[config.mk]
export PLATFORM = sky130hd
export DESIGN_NAME = bottle_changer
export DESIGN_NICKNAME = d
export VERILOG_FILES = /design/src/rtl/bottle_changer.sv
export SDC_FILE = /design/constraint.sdc
export NUM_CORES = 1
export LEC_CHECK = 0
export ABC_AREA = 1
export CELL_PAD_IN_SITES_DETAIL_PLACEMENT = 0
export CELL_PAD_IN_SITES_GLOBAL_PLACEMENT = 1
export CORE_ASPECT_RATIO = 0.9
export CORE_MARGIN = 1.5
export CORE_UTILIZATION = 39
export CTS_BUF_LIST = sky130_fd_sc_hd__clkbuf_4
export DETAILED_ROUTE_END_ITERATION = 8
export DONT_BUFFER_PORTS = 1
export PLACE_DENSITY = 0.72
export SLEW_MARGIN = 10
export SYNTH_ARGS = -nofsm -noshare
export SYNTH_HDL_FRONTEND = slang
export SYNTH_SLANG_ARGS = --single-unit
[constraint.sdc]
create_clock -name clock -period 3 [get_ports clock]
set_clock_uncertainty 0.2 [all_clocks]
set_input_delay 0.6 -clock clock [delete_from_list [all_inputs] [get_ports clock]]
set_output_delay 0.6 -clock clock [all_outputs]
set_load 0.01 [all_outputs]
[src/rtl/bottle_changer.sv]
// Conveyor responder to the controller's bottle-change request: runs the motor until the
// full bottle has left and an empty one has arrived, counts changes and flags conveyor stalls.
module bottle_changer #(
  parameter int DEBOUNCE = 16,
  parameter int MOVE_MIN = 8,
  parameter int TIMEOUT  = 1000
) (
  input  logic       clock,
  input  logic       rst,
  input  logic       enable,
  input  logic       change_req,
  input  logic       bottle_sensor,
  output logic       motor,
  output logic       busy,
  output logic       change_done,
  output logic       timeout_err,
  output logic [9:0] bottle_count,
  output logic [2:0] state_dbg
);

  localparam int DW = (DEBOUNCE > 1) ? $clog2(DEBOUNCE) : 1;
  localparam int MW = $clog2(MOVE_MIN + 1);
  localparam int TW = $clog2(TIMEOUT + 1);

  localparam logic [DW-1:0] D_LAST = DW'(DEBOUNCE - 1);
  localparam logic [DW-1:0] D_ONE  = DW'(1);
  localparam logic [MW-1:0] M_MAX  = MW'(MOVE_MIN);
  localparam logic [MW-1:0] M_ONE  = MW'(1);
  localparam logic [TW-1:0] T_MAX  = TW'(TIMEOUT);
  localparam logic [TW-1:0] T_ONE  = TW'(1);

  typedef enum logic [2:0] {
    S_IDLE   = 3'd0,
    S_LEAVE  = 3'd1,
    S_ARRIVE = 3'd2,
    S_DONE   = 3'd3,
    S_FAULT  = 3'd4
  } state_t;

  state_t          state_q, state_d;
  logic            s1_q, s2_q;
  logic            stable_q, stable_d;
  logic [DW-1:0]   dcnt_q, dcnt_d;
  logic            req_d_q;
  logic [MW-1:0]   mcnt_q, mcnt_d;
  logic [TW-1:0]   tcnt_q, tcnt_d, tcnt_inc;
  logic            motor_q, motor_d;
  logic            busy_q, busy_d;
  logic            done_q, done_d;
  logic            terr_q, terr_d;
  logic [9:0]      count_q, count_d;
  logic            req_rise;

  assign req_rise = change_req & ~req_d_q;

  // Debouncer: stable flips only after DEBOUNCE consecutive disagreeing samples.
  always_comb begin
    stable_d = stable_q;
    dcnt_d   = '0;
    if (s2_q != stable_q) begin
      if (dcnt_q == D_LAST) begin
        stable_d = ~stable_q;
      end else begin
        dcnt_d = dcnt_q + D_ONE;
      end
    end
  end

  always_comb begin
    state_d  = state_q;
    mcnt_d   = mcnt_q;
    tcnt_d   = tcnt_q;
    tcnt_inc = tcnt_q + T_ONE;
    case (state_q)
      S_IDLE: begin
        if (req_rise) begin
          state_d = S_LEAVE;
          mcnt_d  = '0;
          tcnt_d  = '0;
        end
      end
      S_LEAVE: begin
        if (mcnt_q != M_MAX) mcnt_d = mcnt_q + M_ONE;
        tcnt_d = tcnt_inc;
        // The stall check has priority over a simultaneous exit.
        if (tcnt_inc == T_MAX)                     state_d = S_FAULT;
        else if ((mcnt_q == M_MAX) && !stable_q)   state_d = S_ARRIVE;
      end
      S_ARRIVE: begin
        tcnt_d = tcnt_inc;
        if (tcnt_inc == T_MAX) state_d = S_FAULT;
        else if (stable_q)     state_d = S_DONE;
      end
      S_DONE:  state_d = S_IDLE;
      S_FAULT: state_d = S_FAULT;
      default: state_d = S_IDLE;
    endcase
    if (!enable) begin
      state_d = S_IDLE;
      mcnt_d  = '0;
      tcnt_d  = '0;
    end
  end

  // Outputs are decoded from the next state and registered alongside it.
  always_comb begin
    motor_d = (state_d == S_LEAVE) || (state_d == S_ARRIVE);
    busy_d  = (state_d != S_IDLE);
    done_d  = (state_d == S_DONE);
    terr_d  = (state_d == S_FAULT);
    count_d = done_d ? (count_q + 10'd1) : count_q;
  end

  always_ff @(posedge clock or negedge rst) begin
    if (!rst) begin
      s1_q     <= 1'b0;
      s2_q     <= 1'b0;
      stable_q <= 1'b0;
      dcnt_q   <= '0;
      req_d_q  <= 1'b0;
      state_q  <= S_IDLE;
      mcnt_q   <= '0;
      tcnt_q   <= '0;
      motor_q  <= 1'b0;
      busy_q   <= 1'b0;
      done_q   <= 1'b0;
      terr_q   <= 1'b0;
      count_q  <= '0;
    end else begin
      s1_q     <= bottle_sensor;
      s2_q     <= s1_q;
      stable_q <= stable_d;
      dcnt_q   <= dcnt_d;
      req_d_q  <= change_req;
      state_q  <= state_d;
      mcnt_q   <= mcnt_d;
      tcnt_q   <= tcnt_d;
      motor_q  <= motor_d;
      busy_q   <= busy_d;
      done_q   <= done_d;
      terr_q   <= terr_d;
      count_q  <= count_d;
    end
  end

  assign motor        = motor_q;
  assign busy         = busy_q;
  assign change_done  = done_q;
  assign timeout_err  = terr_q;
  assign bottle_count = count_q;
  assign state_dbg    = state_q;

endmodule

==> results.sh <==
export IMPL_clk_pin_slew_ns=0.12
export IMPL_p_per_area_nw_per_um2=491
export IMPL_grt_pass1_vias=1539
export IMPL_cp_max_fo=12
export IMPL_syn2layout_area_growth_pct=8.83
export IMPL_via_count=1544
export IMPL_postRouteAntennaNets=0
export IMPL_routedWlPerCell_um=13.1
export IMPL_antenna_found_initial=0
export IMPL_cts_made_buffers=5
export IMPL_synth_distinct_cells=29
export IMPL_synth_main_ff_cell="dfrtp_1"
export IMPL_yosysSeqAreaShare=0.485
export IMPL_timing_rr_end="motor"
export IMPL_p_leak_nw=1.05
export IMPL_fmax_mhz=433
export IMPL_rsz0062_at_grt="false"
export IMPL_grt_max_degree=40
export IMPL_place_congestion=0.790
export IMPL_port_buffers=0
export IMPL_synthesis_area_sq_um=2010
export IMPL_holdWs_ns=0.0637
export IMPL_critPathRequiredTime_ns=3.04
export IMPL_holdPathEnd="s1_q"
export IMPL_worstPathArrival_ns=2.35
export IMPL_rows=24
export IMPL_end_kind="flop"
export IMPL_syn_inst=240
export IMPL_drtPass1Iterations=4
export IMPL_grt_usage=0.164
export IMPL_rr_worst_depth=12
export IMPL_status="complete, no violations"
export IMPL_intPower_mw=0.828
export IMPL_hold_path_class="in2reg"
export IMPL_setup_tns_ns=0
export IMPL_p_clk_frac=0.411
export IMPL_comb_power_share=0.062
export IMPL_drt_wl_total_um=4070
export IMPL_final_area_sq_um=2190
export IMPL_maxCapViolCount=0
export IMPL_syn_nets=250
export IMPL_die_x_um=78.7
export IMPL_die_area_sq_um=5600
export IMPL_seqPwrFrac=0.526
export IMPL_drt_initial_drc_count=71
export IMPL_cts_sinks=39
export IMPL_setup_viol_count_final=0
export IMPL_cts_max_path_buffers=2
export IMPL_cts_tree="yes"
export IMPL_synth_top_area_cell="dfrtp_1"
export IMPL_finalMaxSlewViolations=0
export IMPL_max_slew_margin_rel=0.641
export IMPL_worst_pin_slew_ns=0.538
export IMPL_grt_pass1_wl_um=7110
export IMPL_dp_hpwl_um=2810
export IMPL_worstHoldPathCells=0
export IMPL_critical_path_class="reg2reg"
export IMPL_placed_cell_area_sq_um=2050
export IMPL_period_share=0.770
export IMPL_ys_top_cells_by_area="dfrtp_1, nand2_1, inv_1, nand4_1, nand3_1"
export IMPL_syn_area_per_cell_sq_um=8.38
export IMPL_p_switching_mw=0.247
export IMPL_worstSetupStartpointType="flop"
export IMPL_place_ws_ns=0.724
export IMPL_p_sw_frac=0.230
export IMPL_max_vdd_ir_drop_v=0.000236
export IMPL_initial_utilization=0.411
export IMPL_grt_overflow_total=0
export IMPL_drc=0
export IMPL_fill_cells=485
export IMPL_setup_ws_ns=0.691
export IMPL_hp_start="bottle_sensor"
export IMPL_dieHeight_um=71.1
export IMPL_core_sq_um=4890
export IMPL_io_pin_count=22
export IMPL_diodes=0
export IMPL_ys_async_sr_fraction=1.00
export IMPL_clock_root_buffer="clkbuf_4"
export IMPL_hold_violations=0
export IMPL_rr_startpoint="tcnt_q[0]"
export IMPL_synth_edf_count=0
export IMPL_htree_levels=2
export IMPL_synth_seq_cells=39
export IMPL_yosys_warnings=0
export IMPL_clock_latency_ns=0.35
export IMPL_drive_gt1_frac=0.0776
export IMPL_fin_nets=254
export IMPL_r2r_slack_ns=0.69
export IMPL_vias_per_cell=4.98
export IMPL_yosysTopAreaCellShare=0.485
export IMPL_layout_min_cycle_time_ns=2.31
==> what timing repair did <==
| action | 4_1_cts | 5_1_grt |
|---|---|---|
| hold buffers | 2 | 0 |
| buffers inserted | 0 | 0 |
| endpoints found under the hold margin | 39 | 0 |
| resized for setup | 0 | 0 |
==> cells in the mapped netlist, types with 3 or more instances <==
cell type	count
a21oi_1	8
dfrtp_1	39
ha_1	5
inv_1	28
nand2_1	66
nand3_1	15
nand3b_1	3
nand4_1	15
nor2_1	18
o21ai_0	6
o22ai_1	5
xnor2_1	5
xor2_1	6
==> worst max path at each step <==
stage               from               to  slack [ns]  depth (start not counted)
6_report       tcnt_q[0]            motor        0.69                         12
5_1_grt        tcnt_q[0]  bottle_count[6]        0.41                         10
4_1_cts        tcnt_q[0]            motor        0.69                         12
3_5_place_dp   tcnt_q[0]            motor        0.72                         12
3_3_place_gp   tcnt_q[0]            motor        0.71                         12
2_1_floorplan     enable  bottle_count[4]        1.01                          7
==> critical path, cell delays in order (launching register included) <==
cell     delay [ns]
dfrtp_1        0.45
ha_1           0.24
nand3_1        0.15
nor3_2         0.23
nand2_1        0.08
nand2_1        0.06
nand2_1        0.07
nand3_2        0.13
nand2_1        0.08
nand2_2        0.20
nand2_1        0.15
nand2_1        0.08
nand2_1        0.08
==> per-stage QoR <==
step                power (mW)  utilization  instances
floorplan                0.621            -        240
global placement         0.630        0.420        300
detailed placement       0.630        0.420        300
CTS                       1.09        0.447        310
global route              1.12        0.447        310
finish                    1.08        0.447        310
==> sequential cells by signal (all words and copies together), names as in the netlist, 3 cells and up <==
register and cells:
dcnt_q 4, state_dbg 3, tcnt_q 10, bottle_count 10
mcnt_q 4
==> cells by family after synthesis <==
group,count (synthesis),share of synthesized area
xor gates and xnor gates,11,0.0479
and+or+nand+nor,127,0.290
adders and majority gates,5,0.0311
DFF,39,0.485
buffers and inverters,34,0.0734
AOI/OAI and AO/OA,24,0.0728
==> per-layer routing <==
layer / vias to the layer above / share of wire / GRT usage
li1: 792 / - / -
met1: 724 / 0.53 / 0.230
met4: 0 / 0.010 / 0.0536
met3: 5 / 0.037 / 0.0477
met5: - / 0 / 0
met2: 23 / 0.42 / 0.243
==> power by group through the flow <==
| stage | Combinational (mW) | Clock (mW) | Sequential [mW] |
|---|---|---|---|
| 6_report | 0.0671 | 0.442 | 0.566 |
| 2_1_floorplan | 0.0489 | 0 | 0.572 |
| 3_3_place_gp | 0.0532 | 0 | 0.577 |
| 3_5_place_dp | 0.0533 | 0 | 0.577 |
| 5_1_grt | 0.0799 | 0.472 | 0.571 |
| 4_1_cts | 0.0688 | 0.455 | 0.566 |
==> cells in the final DEF, fill, tap and decap left out <==
master         instances
nand2_1               66
dfrtp_1               39
inv_1                 28
nor2_1                18
nand4_1               15
nand3_1               15
a21oi_1                8
o21ai_0                6
xor2_1                 6
xnor2_1                5
o22ai_1                5
ha_1                   5
clkbuf_4               5
nand3b_1               3
nand3_2                2
nor2_2                 2
nand2_2                2
nor3_1                 2
bufinv_16              2
nor3_2                 1
nor2_4                 1
inv_2                  1
o21ai_1                1
o2111ai_2              1
a32o_1                 1
a22oi_1                1
o21a_1                 1
clkinvlp_4             1
buf_12                 1
dlygate4sd3_1          1
==> layout make-up <==
| type | instances | area (sq um) | share of cell area |
|---|---|---|---|
| inverters | 29 | 109 | 0.0497 |
| multi-input cells | 167 | 888 | 0.406 |
| clock buffers | 5 | 37.5 | 0.0171 |
| well taps | 65 | 81.3 | 0.0371 |
| repair buffers | 2 | 30.0 | 0.0137 |
| flip-flops and latches | 39 | 976 | 0.446 |
| clock inverters | 3 | 67.6 | 0.0309 |
No activity file was read; power rests on OpenSTA's default activity.
